File: src/rtl/riscv_pkg.sv
// Shared RV32 definitions for the execute-stage multiply/divide unit.
// funct3 encodings, FSM state type and operand width.
package riscv_pkg;

  localparam int XLEN = 32;

  localparam logic [2:0] F3_MUL    = 3'b000;
  localparam logic [2:0] F3_MULH   = 3'b001;
  localparam logic [2:0] F3_MULHSU = 3'b010;
  localparam logic [2:0] F3_MULHU  = 3'b011;
  localparam logic [2:0] F3_DIV    = 3'b100;
  localparam logic [2:0] F3_DIVU   = 3'b101;
  localparam logic [2:0] F3_REM    = 3'b110;
  localparam logic [2:0] F3_REMU   = 3'b111;

  typedef enum logic [1:0] {
    IDLE,
    MUL,
    DIV,
    DONE
  } muldiv_state_t;

endpackage

File: src/rtl/muldiv_divider.sv
// Iterative restoring divider on operand magnitudes, one quotient bit per cycle.
// Flags divide-by-zero and signed overflow so the caller can finish early.
module muldiv_divider
  import riscv_pkg::*;
(
  input  logic            i_clk,
  input  logic            i_reset,
  input  logic            i_flush,
  input  logic            i_start,
  input  logic            i_signed,
  input  logic [XLEN-1:0] i_a,
  input  logic [XLEN-1:0] i_b,
  output logic            o_done,
  output logic            o_dz,
  output logic            o_ov,
  output logic [XLEN-1:0] o_quot,
  output logic [XLEN-1:0] o_rem
);

  logic            busy_q;
  logic            ov_q;
  logic [4:0]      cnt_q;
  logic [XLEN-1:0] q_q;
  logic [XLEN-1:0] r_q;
  logic [XLEN-1:0] d_q;
  logic [XLEN-1:0] a_mag;
  logic [XLEN-1:0] b_mag;
  logic            ov_d;
  logic [XLEN:0]   shl;
  logic [XLEN:0]   diff;

  assign a_mag = (i_signed && i_a[XLEN-1]) ? -i_a : i_a;
  assign b_mag = (i_signed && i_b[XLEN-1]) ? -i_b : i_b;
  assign ov_d  = i_signed
              && (i_a == {1'b1, {(XLEN-1){1'b0}}})
              && (i_b == {XLEN{1'b1}});

  // diff[XLEN] set means the trial subtraction borrowed
  assign shl  = {r_q, q_q[XLEN-1]};
  assign diff = shl - {1'b0, d_q};

  assign o_dz   = (d_q == '0);
  assign o_ov   = ov_q;
  assign o_quot = {q_q[XLEN-2:0], ~diff[XLEN]};
  assign o_rem  = diff[XLEN] ? shl[XLEN-1:0] : diff[XLEN-1:0];
  assign o_done = busy_q
               && ((cnt_q == 5'd31)
               || ((cnt_q == 5'd0) && (o_dz || o_ov)));

  always_ff @(posedge i_clk) begin
    if (i_reset) begin
      busy_q <= 1'b0;
      ov_q   <= 1'b0;
      cnt_q  <= '0;
      q_q    <= '0;
      r_q    <= '0;
      d_q    <= '0;
    end else if (i_flush) begin
      busy_q <= 1'b0;
    end else if (i_start) begin
      busy_q <= 1'b1;
      ov_q   <= ov_d;
      cnt_q  <= '0;
      q_q    <= a_mag;
      r_q    <= '0;
      d_q    <= b_mag;
    end else if (busy_q) begin
      q_q   <= o_quot;
      r_q   <= o_rem;
      cnt_q <= cnt_q + 5'd1;
      if (o_done) busy_q <= 1'b0;
    end
  end

endmodule

File: src/rtl/muldiv_unit.sv
// RV32M multiply/divide unit with accept/complete handshake.
// MULDIV_FAST_MUL_EN selects a single-cycle multiplier.
module muldiv_unit
  import riscv_pkg::*;
(
  input  logic            i_clk,
  input  logic            i_reset,
  input  logic            i_flush,
  input  logic            i_valid,
  output logic            o_ready,
  input  logic [2:0]      i_funct3,
  input  logic [XLEN-1:0] i_rs1_data,
  input  logic [XLEN-1:0] i_rs2_data,
  input  logic [4:0]      i_rd_addr,
  output logic            o_valid,
  input  logic            i_ready,
  output logic [4:0]      o_rd_addr,
  output logic [XLEN-1:0] o_rd_data,
  output logic            o_rd_wren
);

  muldiv_state_t     state_q;
  logic [2:0]        f3_q;
  logic [4:0]        rd_q;
  logic              sa_q, sb_q;
  logic [XLEN-1:0]   a_q;
  logic [XLEN-1:0]   mcand_q;
  logic [2*XLEN-1:0] acc_q, acc_d, prod;
  logic              valid_q;
  logic [4:0]        addr_q;
  logic [XLEN-1:0]   data_q;
`ifndef MULDIV_FAST_MUL_EN
  logic [4:0]        cnt_q;
  logic [XLEN:0]     sum;
`endif

  logic            sa_in, sb_in, mul_done;
  logic [XLEN-1:0] a_mag, b_mag, mul_res;
  logic            dv_done, dv_dz, dv_ov;
  logic [XLEN-1:0] dv_q, dv_r, quot, rem, div_res;
  logic            accept;

  assign accept = (state_q == IDLE) && i_valid;

  // MUL low bits are sign-agnostic, so it shares the signed path
  assign sa_in = i_rs1_data[XLEN-1]
              & (i_funct3[2] ? ~i_funct3[0] : (i_funct3 != F3_MULHU));
  assign sb_in = i_rs2_data[XLEN-1]
              & (i_funct3[2] ? ~i_funct3[0] : ~i_funct3[1]);
  assign a_mag = sa_in ? -i_rs1_data : i_rs1_data;
  assign b_mag = sb_in ? -i_rs2_data : i_rs2_data;

  always_comb begin
`ifdef MULDIV_FAST_MUL_EN
    acc_d    = {{XLEN{1'b0}}, mcand_q} * acc_q;
    mul_done = 1'b1;
`else
    sum      = {1'b0, acc_q[2*XLEN-1:XLEN]}
             + (acc_q[0] ? {1'b0, mcand_q} : '0);
    acc_d    = {sum, acc_q[XLEN-1:1]};
    mul_done = (cnt_q == 5'd31);
`endif
    prod    = (sa_q ^ sb_q) ? -acc_d : acc_d;
    mul_res = (f3_q == F3_MUL) ? prod[XLEN-1:0]
                               : prod[2*XLEN-1:XLEN];
  end

  muldiv_divider u_div (
    .i_clk    (i_clk),
    .i_reset  (i_reset),
    .i_flush  (i_flush),
    .i_start  (accept && i_funct3[2]),
    .i_signed (~i_funct3[0]),
    .i_a      (i_rs1_data),
    .i_b      (i_rs2_data),
    .o_done   (dv_done),
    .o_dz     (dv_dz),
    .o_ov     (dv_ov),
    .o_quot   (dv_q),
    .o_rem    (dv_r)
  );

  always_comb begin
    quot = (sa_q ^ sb_q) ? -dv_q : dv_q;
    rem  = sa_q ? -dv_r : dv_r;
    if (dv_dz) begin
      quot = {XLEN{1'b1}};
      rem  = a_q;
    end else if (dv_ov) begin
      quot = {1'b1, {(XLEN-1){1'b0}}};
      rem  = '0;
    end
    div_res = f3_q[1] ? rem : quot;
  end

  always_ff @(posedge i_clk) begin
    if (i_reset) begin
      state_q <= IDLE;
      f3_q    <= '0;
      rd_q    <= '0;
      sa_q    <= 1'b0;
      sb_q    <= 1'b0;
      a_q     <= '0;
      mcand_q <= '0;
      acc_q   <= '0;
      valid_q <= 1'b0;
      addr_q  <= '0;
      data_q  <= '0;
`ifndef MULDIV_FAST_MUL_EN
      cnt_q   <= '0;
`endif
    end else if (i_flush) begin
      state_q <= IDLE;
      valid_q <= 1'b0;
    end else begin
      unique case (state_q)
        IDLE: if (i_valid) begin
          state_q <= i_funct3[2] ? DIV : MUL;
          f3_q    <= i_funct3;
          rd_q    <= i_rd_addr;
          sa_q    <= sa_in;
          sb_q    <= sb_in;
          a_q     <= i_rs1_data;
          mcand_q <= a_mag;
          acc_q   <= {{XLEN{1'b0}}, b_mag};
`ifndef MULDIV_FAST_MUL_EN
          cnt_q   <= '0;
`endif
        end
        MUL: begin
          acc_q <= acc_d;
`ifndef MULDIV_FAST_MUL_EN
          cnt_q <= cnt_q + 5'd1;
`endif
          if (mul_done) begin
            state_q <= DONE;
            valid_q <= 1'b1;
            addr_q  <= rd_q;
            data_q  <= mul_res;
          end
        end
        DIV: if (dv_done) begin
          state_q <= DONE;
          valid_q <= 1'b1;
          addr_q  <= rd_q;
          data_q  <= div_res;
        end
        DONE: if (i_ready) begin
          state_q <= IDLE;
          valid_q <= 1'b0;
        end
        default: state_q <= IDLE;
      endcase
    end
  end

  assign o_ready   = (state_q == IDLE);
  assign o_valid   = valid_q;
  assign o_rd_addr = addr_q;
  assign o_rd_data = data_q;
  assign o_rd_wren = valid_q && (addr_q != 5'd0);

endmodule

File: config.mk
export PLATFORM = sky130hd
export DESIGN_NAME = muldiv_unit
export DESIGN_NICKNAME = d
export VERILOG_FILES = /design/src/rtl/riscv_pkg.sv /design/src/rtl/muldiv_divider.sv /design/src/rtl/muldiv_unit.sv
export SDC_FILE = /design/constraint.sdc
export NUM_CORES = 1
export LEC_CHECK = 0
export CAP_MARGIN = 5
export CELL_PAD_IN_SITES_DETAIL_PLACEMENT = 1
export CELL_PAD_IN_SITES_GLOBAL_PLACEMENT = 1
export CORE_ASPECT_RATIO = 1.2
export CORE_MARGIN = 2
export CORE_UTILIZATION = 49
export CTS_CLUSTER_DIAMETER = 40
export DETAILED_ROUTE_END_ITERATION = 8
export HOLD_SLACK_MARGIN = 0.03
export PLACE_DENSITY_LB_ADDON = 0.1
export RECOVER_POWER = 25
export SYNTH_ARGS = -nofsm -noshare
export SYNTH_HDL_FRONTEND = slang
export SYNTH_SLANG_ARGS = --single-unit
File: constraint.sdc
create_clock -name i_clk -period 9.9 [get_ports i_clk]
set_input_delay 2.97 -clock i_clk [delete_from_list [all_inputs] [get_ports i_clk]]
set_output_delay 2.97 -clock i_clk [all_outputs]
set_load 0.1 [all_outputs]
# After elaboration in Yosys (flattened, before gate mapping)
# Cells that the tools add are included.
# totals
reg_bits,286
input_bits,77
out_inout_bits,40
elab_cells,120
# classes
n_addsub,9
eq_ne,12
mux,46
bitwise,7
reduce_logical,28
# op_table
operator,n
32-bit 2-to-1 mux,20
64-bit 2-to-1 mux,2
32-bit negation,4
64-bit case mux with 2 select lines,1
32-bit == test (second input constant),2
64-bit negation,1
32-bit case mux with 2 select lines,1
32-bit by 32-bit adder with 33-bit output,1
33-bit by 32-bit subtractor with 33-bit output,1
32-bit zero test,1
5-bit 2-to-1 mux,5
5-bit case mux with 2 select lines,2
4-bit AND reduction,3
5-bit by 1-bit adder with 5-bit output (second input constant),2
5-bit == test (second input constant),2
2-bit 2-to-1 mux,5
1-bit logical AND,9
1-bit 2-to-1 mux,8
2-bit inequality test (second input constant),4
2-bit case mux with 4 select lines,1
3-bit AND reduction,2
2-bit nonzero test,3
5-bit zero test,1
5-bit nonzero test,1
13 further kinds,20

# Logic depth before layout (Yosys ltp)
# depth
word_depth,9
mapped_depth,25
ltp_nobuf,23

# Modules after synthesis
# From an unflattened synthesis, not the netlist that was laid out.
# hier_totals
cells_unflattened,2900
area_unflattened_um2,21848.5
# modules_own_cells
module,n_inst,cells_per_inst,area_per_inst_um2,seq_area_each_um2
muldiv_unit,1,1930,14189.9,3643.5
muldiv_divider,1,970,7658.6,2062.0

# Worst setup path after synthesis
# No wires, ideal clock.
# synth_timing
path_type,input to register
from,input port i_rs1_data[7]
to,register u_div.q_q[29]
setup_time_ns,0.095
arrival_ns,6.055
required_ns,9.805
path_slack_ns,3.749
stages,11
n_path_buf,1
path_cell_list,clkbuf_1 or3_1 or3_1 or4_1 or4b_1 or3_1 nor3_1 nor2_1 xor2_1 nand2_1 a221oi_1
# synth_between
elab_chain_len,3
# synth_lines
element,line,rtl
from (decl),muldiv_unit.sv:12,"input logic [XLEN-1:0] i_rs1_data,"
32-bit negation,muldiv_divider.sv:32,assign a_mag = (i_signed && i_a[XLEN-1]) ? -i_a : i_a;
32-bit 2-to-1 mux,muldiv_divider.sv:32,
32-bit 2-to-1 mux,muldiv_divider.sv:60,end else if (i_start) begin
to (signal assigned),muldiv_divider.sv:64,q_q <= a_mag;
to (signal assigned),muldiv_divider.sv:68,q_q <= o_quot;
to (decl),muldiv_divider.sv:23,logic [XLEN-1:0] q_q;
# No other way between the ends.
# A chain may end at the register's enable or synchronous reset.

# Worst setup path in the final report
# layout_timing
from,input port i_funct3[2]
to,register u_div.cnt_q[3]
# layout_between
elab_chain_len,3
word_cells_on_any_way,4
cone_classes,mux: 1; reduce/logical: 3
# layout_lines
element,line,rtl
from (decl),muldiv_unit.sv:11,"input logic [2:0] i_funct3,"
1-bit logical AND *,muldiv_unit.sv:72,".i_start (accept && i_funct3[2]),"
2-bit nonzero test (no line),--,
2-bit AND reduction (no line),--,
to (signal assigned),muldiv_divider.sv:70,cnt_q <= cnt_q + 5'd1;
to (decl),muldiv_divider.sv:22,logic [4:0] cnt_q;
# Mark *: on every way between the ends. The rest lies on a longest branch, timed or not.

==> qor.txt <==
Mapped Nets = 3,249
pre-CTS WS = 2570 ps
initial antenna violation count = 3
Hold Fails Final Rpt = 0
ranking of synthesized cells by area = dfxtp_1 (26%), nand2_1 (6.9%), a21oi_1 (5.8%)
CTS Root Cell = clkbuf_16
Clock Tree Buf Depth = 3
Final WS setup = 2130 ps
CTS sink cnt = 285
Post-Synth Adder-Cell Area = 4.63%
post-CTS setup buffer count = 0
n_diodes = 0
Compound-Gate Fraction of Synth Area = 28.6%
Crit path max-delay family = simple AND/OR/NAND/NOR gates
yosys warns = 0
area of the multi-input gates = 15,500 um2
Total GRT Usage = 42.3%
post-CTS resize count = 0
worst hold-check path type = register to register
fin. max-slew vios = 211
Wirelength per Cell = 27.1 um
multiplexer share of the synthesized area = 1.55%
slowest CP cell = clkbuf_1
f_max = 0.129 GHz
via count = 25,100
Clock Pin Slew Worst Setup and Hold Paths = 60 ps
Num CTS Buffers = 52
Final ANT Viol Nets = 0
slew margin rel. = -120%
CP Data Required Time = 10,410 ps
critical path endpoint category = register
# hold bufs at CTS = 0
Seq. cell area = 5710 um2
CTS H-Tree Depth = 2
GR Overflow Total = 0
Avg Inst Size Synth = 7.19 um2
Synth-to-Final Area Change = 15.0%
Die Area = 47,100 um2
Netlist cell types = 99
crit-path cells = dlygate4sd3_1 > and3_1 > clkbuf_1 > nand2b_1 > nand2_1 > nand4_1 > xor2_1 > nor3_1
total wire length = 101,000 um
CTS tree = yes
DIE WIDTH = 198 um
final setup vio count = 0
Post-DP HPWL = 73,600 um
Worst-Margin Slew = 3300 ps
crit start category = input port
post-synthesis xor/xnor area fraction = 9.54%
Critical Path Max Stage Delay = 1490 ps
Post-synth EDFFs = 0
Filler Cells Inserted = 5,618
cell row count = 85
Synth area leader = dfxtp_1
worst hold margin = 460 ps
largest family of logic cells by synthesized area = compound AO/OA/AOI/OAI gates
Final Net Count = 3,247
Setup CP Type = input port to register
Worst IR Drop VDD = 0.159 mV
initial DRC count = 2,406
Die Span Y = 237 um
skew final = 26.2 ps
Simple-Gate Fraction of Synth Area = 25.2%
Top Ports = 117
Synth Instances = 3,091
maximum fanout along the worst path = 33
Cell Pwr Density = 185 nW/um2
synthesized area = 22,200 um2
clock period minus worst slack = 7770 ps
Remaining DRCs = 0
DR vias/cell = 6.71
Pre-Repair DR Iteration Count = 6
Critical Path AT = 8280 ps
crit share post-route = 78.5%
# port buffers = 116
failing checks = max-capacitance violations, max-slew violations
post-synth top area share = 25.7%
first-pass GRT wire length = 152,000 um
vias in the first global route = 25,300
CP Buf/Inv Count = 2
Pleak = 9.67 nW
aggregate negative setup slack = 0 ps
Initial Utilization = 49.6%
status = finished, violations left
layout cells sized above 1 = 5.84%
gp weighted congestion = 0.976
Max-Cap Viols = 5
unrepaired setup endpoints after global routing = no
Core ar. = 44,800 um2
largest net degree at the start of global routing = 94
Main synth FF type = dfxtp_1
sequential fraction of the synthesis area = 25.7%
#FFs+latches synth = 285
Async SR Flop Fraction = 0%
most common cell in the netlist = nand2_1
clk_lat worst skew = 610 ps
most frequent cells after synthesis = nand2_1 (410), nor2_1 (329), dfxtp_1 (285)
-- layout make-up --
class                           count  area share (%)
Clock buffer                       61            5.42
Clock inverter                     36            1.88
Inverter                           68           0.999
Multi-Input combinational cell   2525            60.7
Sequential cell                   285            22.3
Tap cell                          609            2.98
Timing Repair Buffer              157            5.67
-- placed cells by master (no fill, tap or decap), drive strengths merged, types with 19 or more instances in the layout --
| cell type | count |
|---|---|
| nand3 | 38 |
| nor3 | 93 |
| o211a | 23 |
| buf | 36 |
| clkdlybuf4s50 | 112 |
| and2 | 57 |
| xor2 | 111 |
| a21oi | 258 |
| a31oi | 29 |
| xnor2 | 131 |
| nor2 | 329 |
| a311oi | 20 |
| nor4 | 43 |
| a22oi | 53 |
| a211oi | 65 |
| o211ai | 40 |
| and3 | 21 |
| nand2b | 19 |
| o21ai | 268 |
| clkbuf | 67 |
| inv | 77 |
| mux2i | 22 |
| or3 | 49 |
| or4 | 28 |
| nand2 | 410 |
| nand4 | 37 |
| o31ai | 26 |
| dfxtp | 285 |
| a221oi | 20 |
| ha | 79 |
| a21o | 28 |
-- cell families (layout without fill, tap and decap cells) --
family	after synthesis	in the layout
AND/OR/NAND/NOR	1188	1188
AO/OA/AOI/OAI	981	981
flip-flops	285	285
buffers and inverters	281	322
XOR/XNOR	242	242
adder cells (fa/ha/maj)	81	81
multiplexers	33	33
-- worst min-delay path, delay by kind of cell, from the launching register on --
| kind | cells | cell delay (ps) |
|---|---|---|
| AOI/OAI and AO/OA | 1 | 50 |
| DFF | 1 | 320 |
| and+or+nand+nor | 1 | 60 |
-- flip-flops by register name, summed over array words and instances (netlist names), 2 cells and up --
register	flops
acc_q	64
cnt_q	5
state_q	2
f3_q	3
u_div.q_q	32
o_rd_data	32
rd_q	5
mcand_q	31
a_q	32
u_div.d_q	32
u_div.cnt_q	5
o_rd_addr	5
u_div.r_q	32
-- worst paths after layout --
check                startpoint        endpoint  slack (ps)  depth (start not counted)
setup / recovery    i_funct3[2]  u_div.cnt_q[3]        2130                          8
hold / removal          rd_q[4]    o_rd_addr[4]         460                          2
setup reg to reg  u_div.q_q[31]   o_rd_data[30]        3180                         24
hold reg to reg         rd_q[4]    o_rd_addr[4]         460                          2
-- power by group --
| part | switching, W | internal [W] |
|---|---|---|
| registers | 0.0000741 | 0.00120 |
| logic | 0.00104 | 0.000460 |
| clock network | 0.000728 | 0.00121 |
| total | 0.00185 | 0.00287 |
-- layer usage --
| metal | track usage (%) | up-vias | wire length [um] |
|---|---|---|---|
| li1 | - | 11200 | - |
| met5 | 0 | - | 15 |
| met3 | 8.56 | 344 | 8110 |
| met1 | 50.6 | 12400 | 39100 |
| met4 | 33.9 | 2 | 9230 |
| met2 | 65.8 | 1188 | 44800 |
-- per-stage QoR --
stage	total power (W)	utilization [%]	area (um2)	cells
5_1_grt	0.00485	57.1	25600	3741
2_1_floorplan	0.00222	-	22200	3091
6_report	0.00472	57.1	25600	3741
3_3_place_gp	0.00268	52.9	23700	3642
4_1_cts	0.00465	57.1	25600	3739
3_5_place_dp	0.00272	52.9	23700	3642
Note: power is estimated with default switching activity, not from simulation.
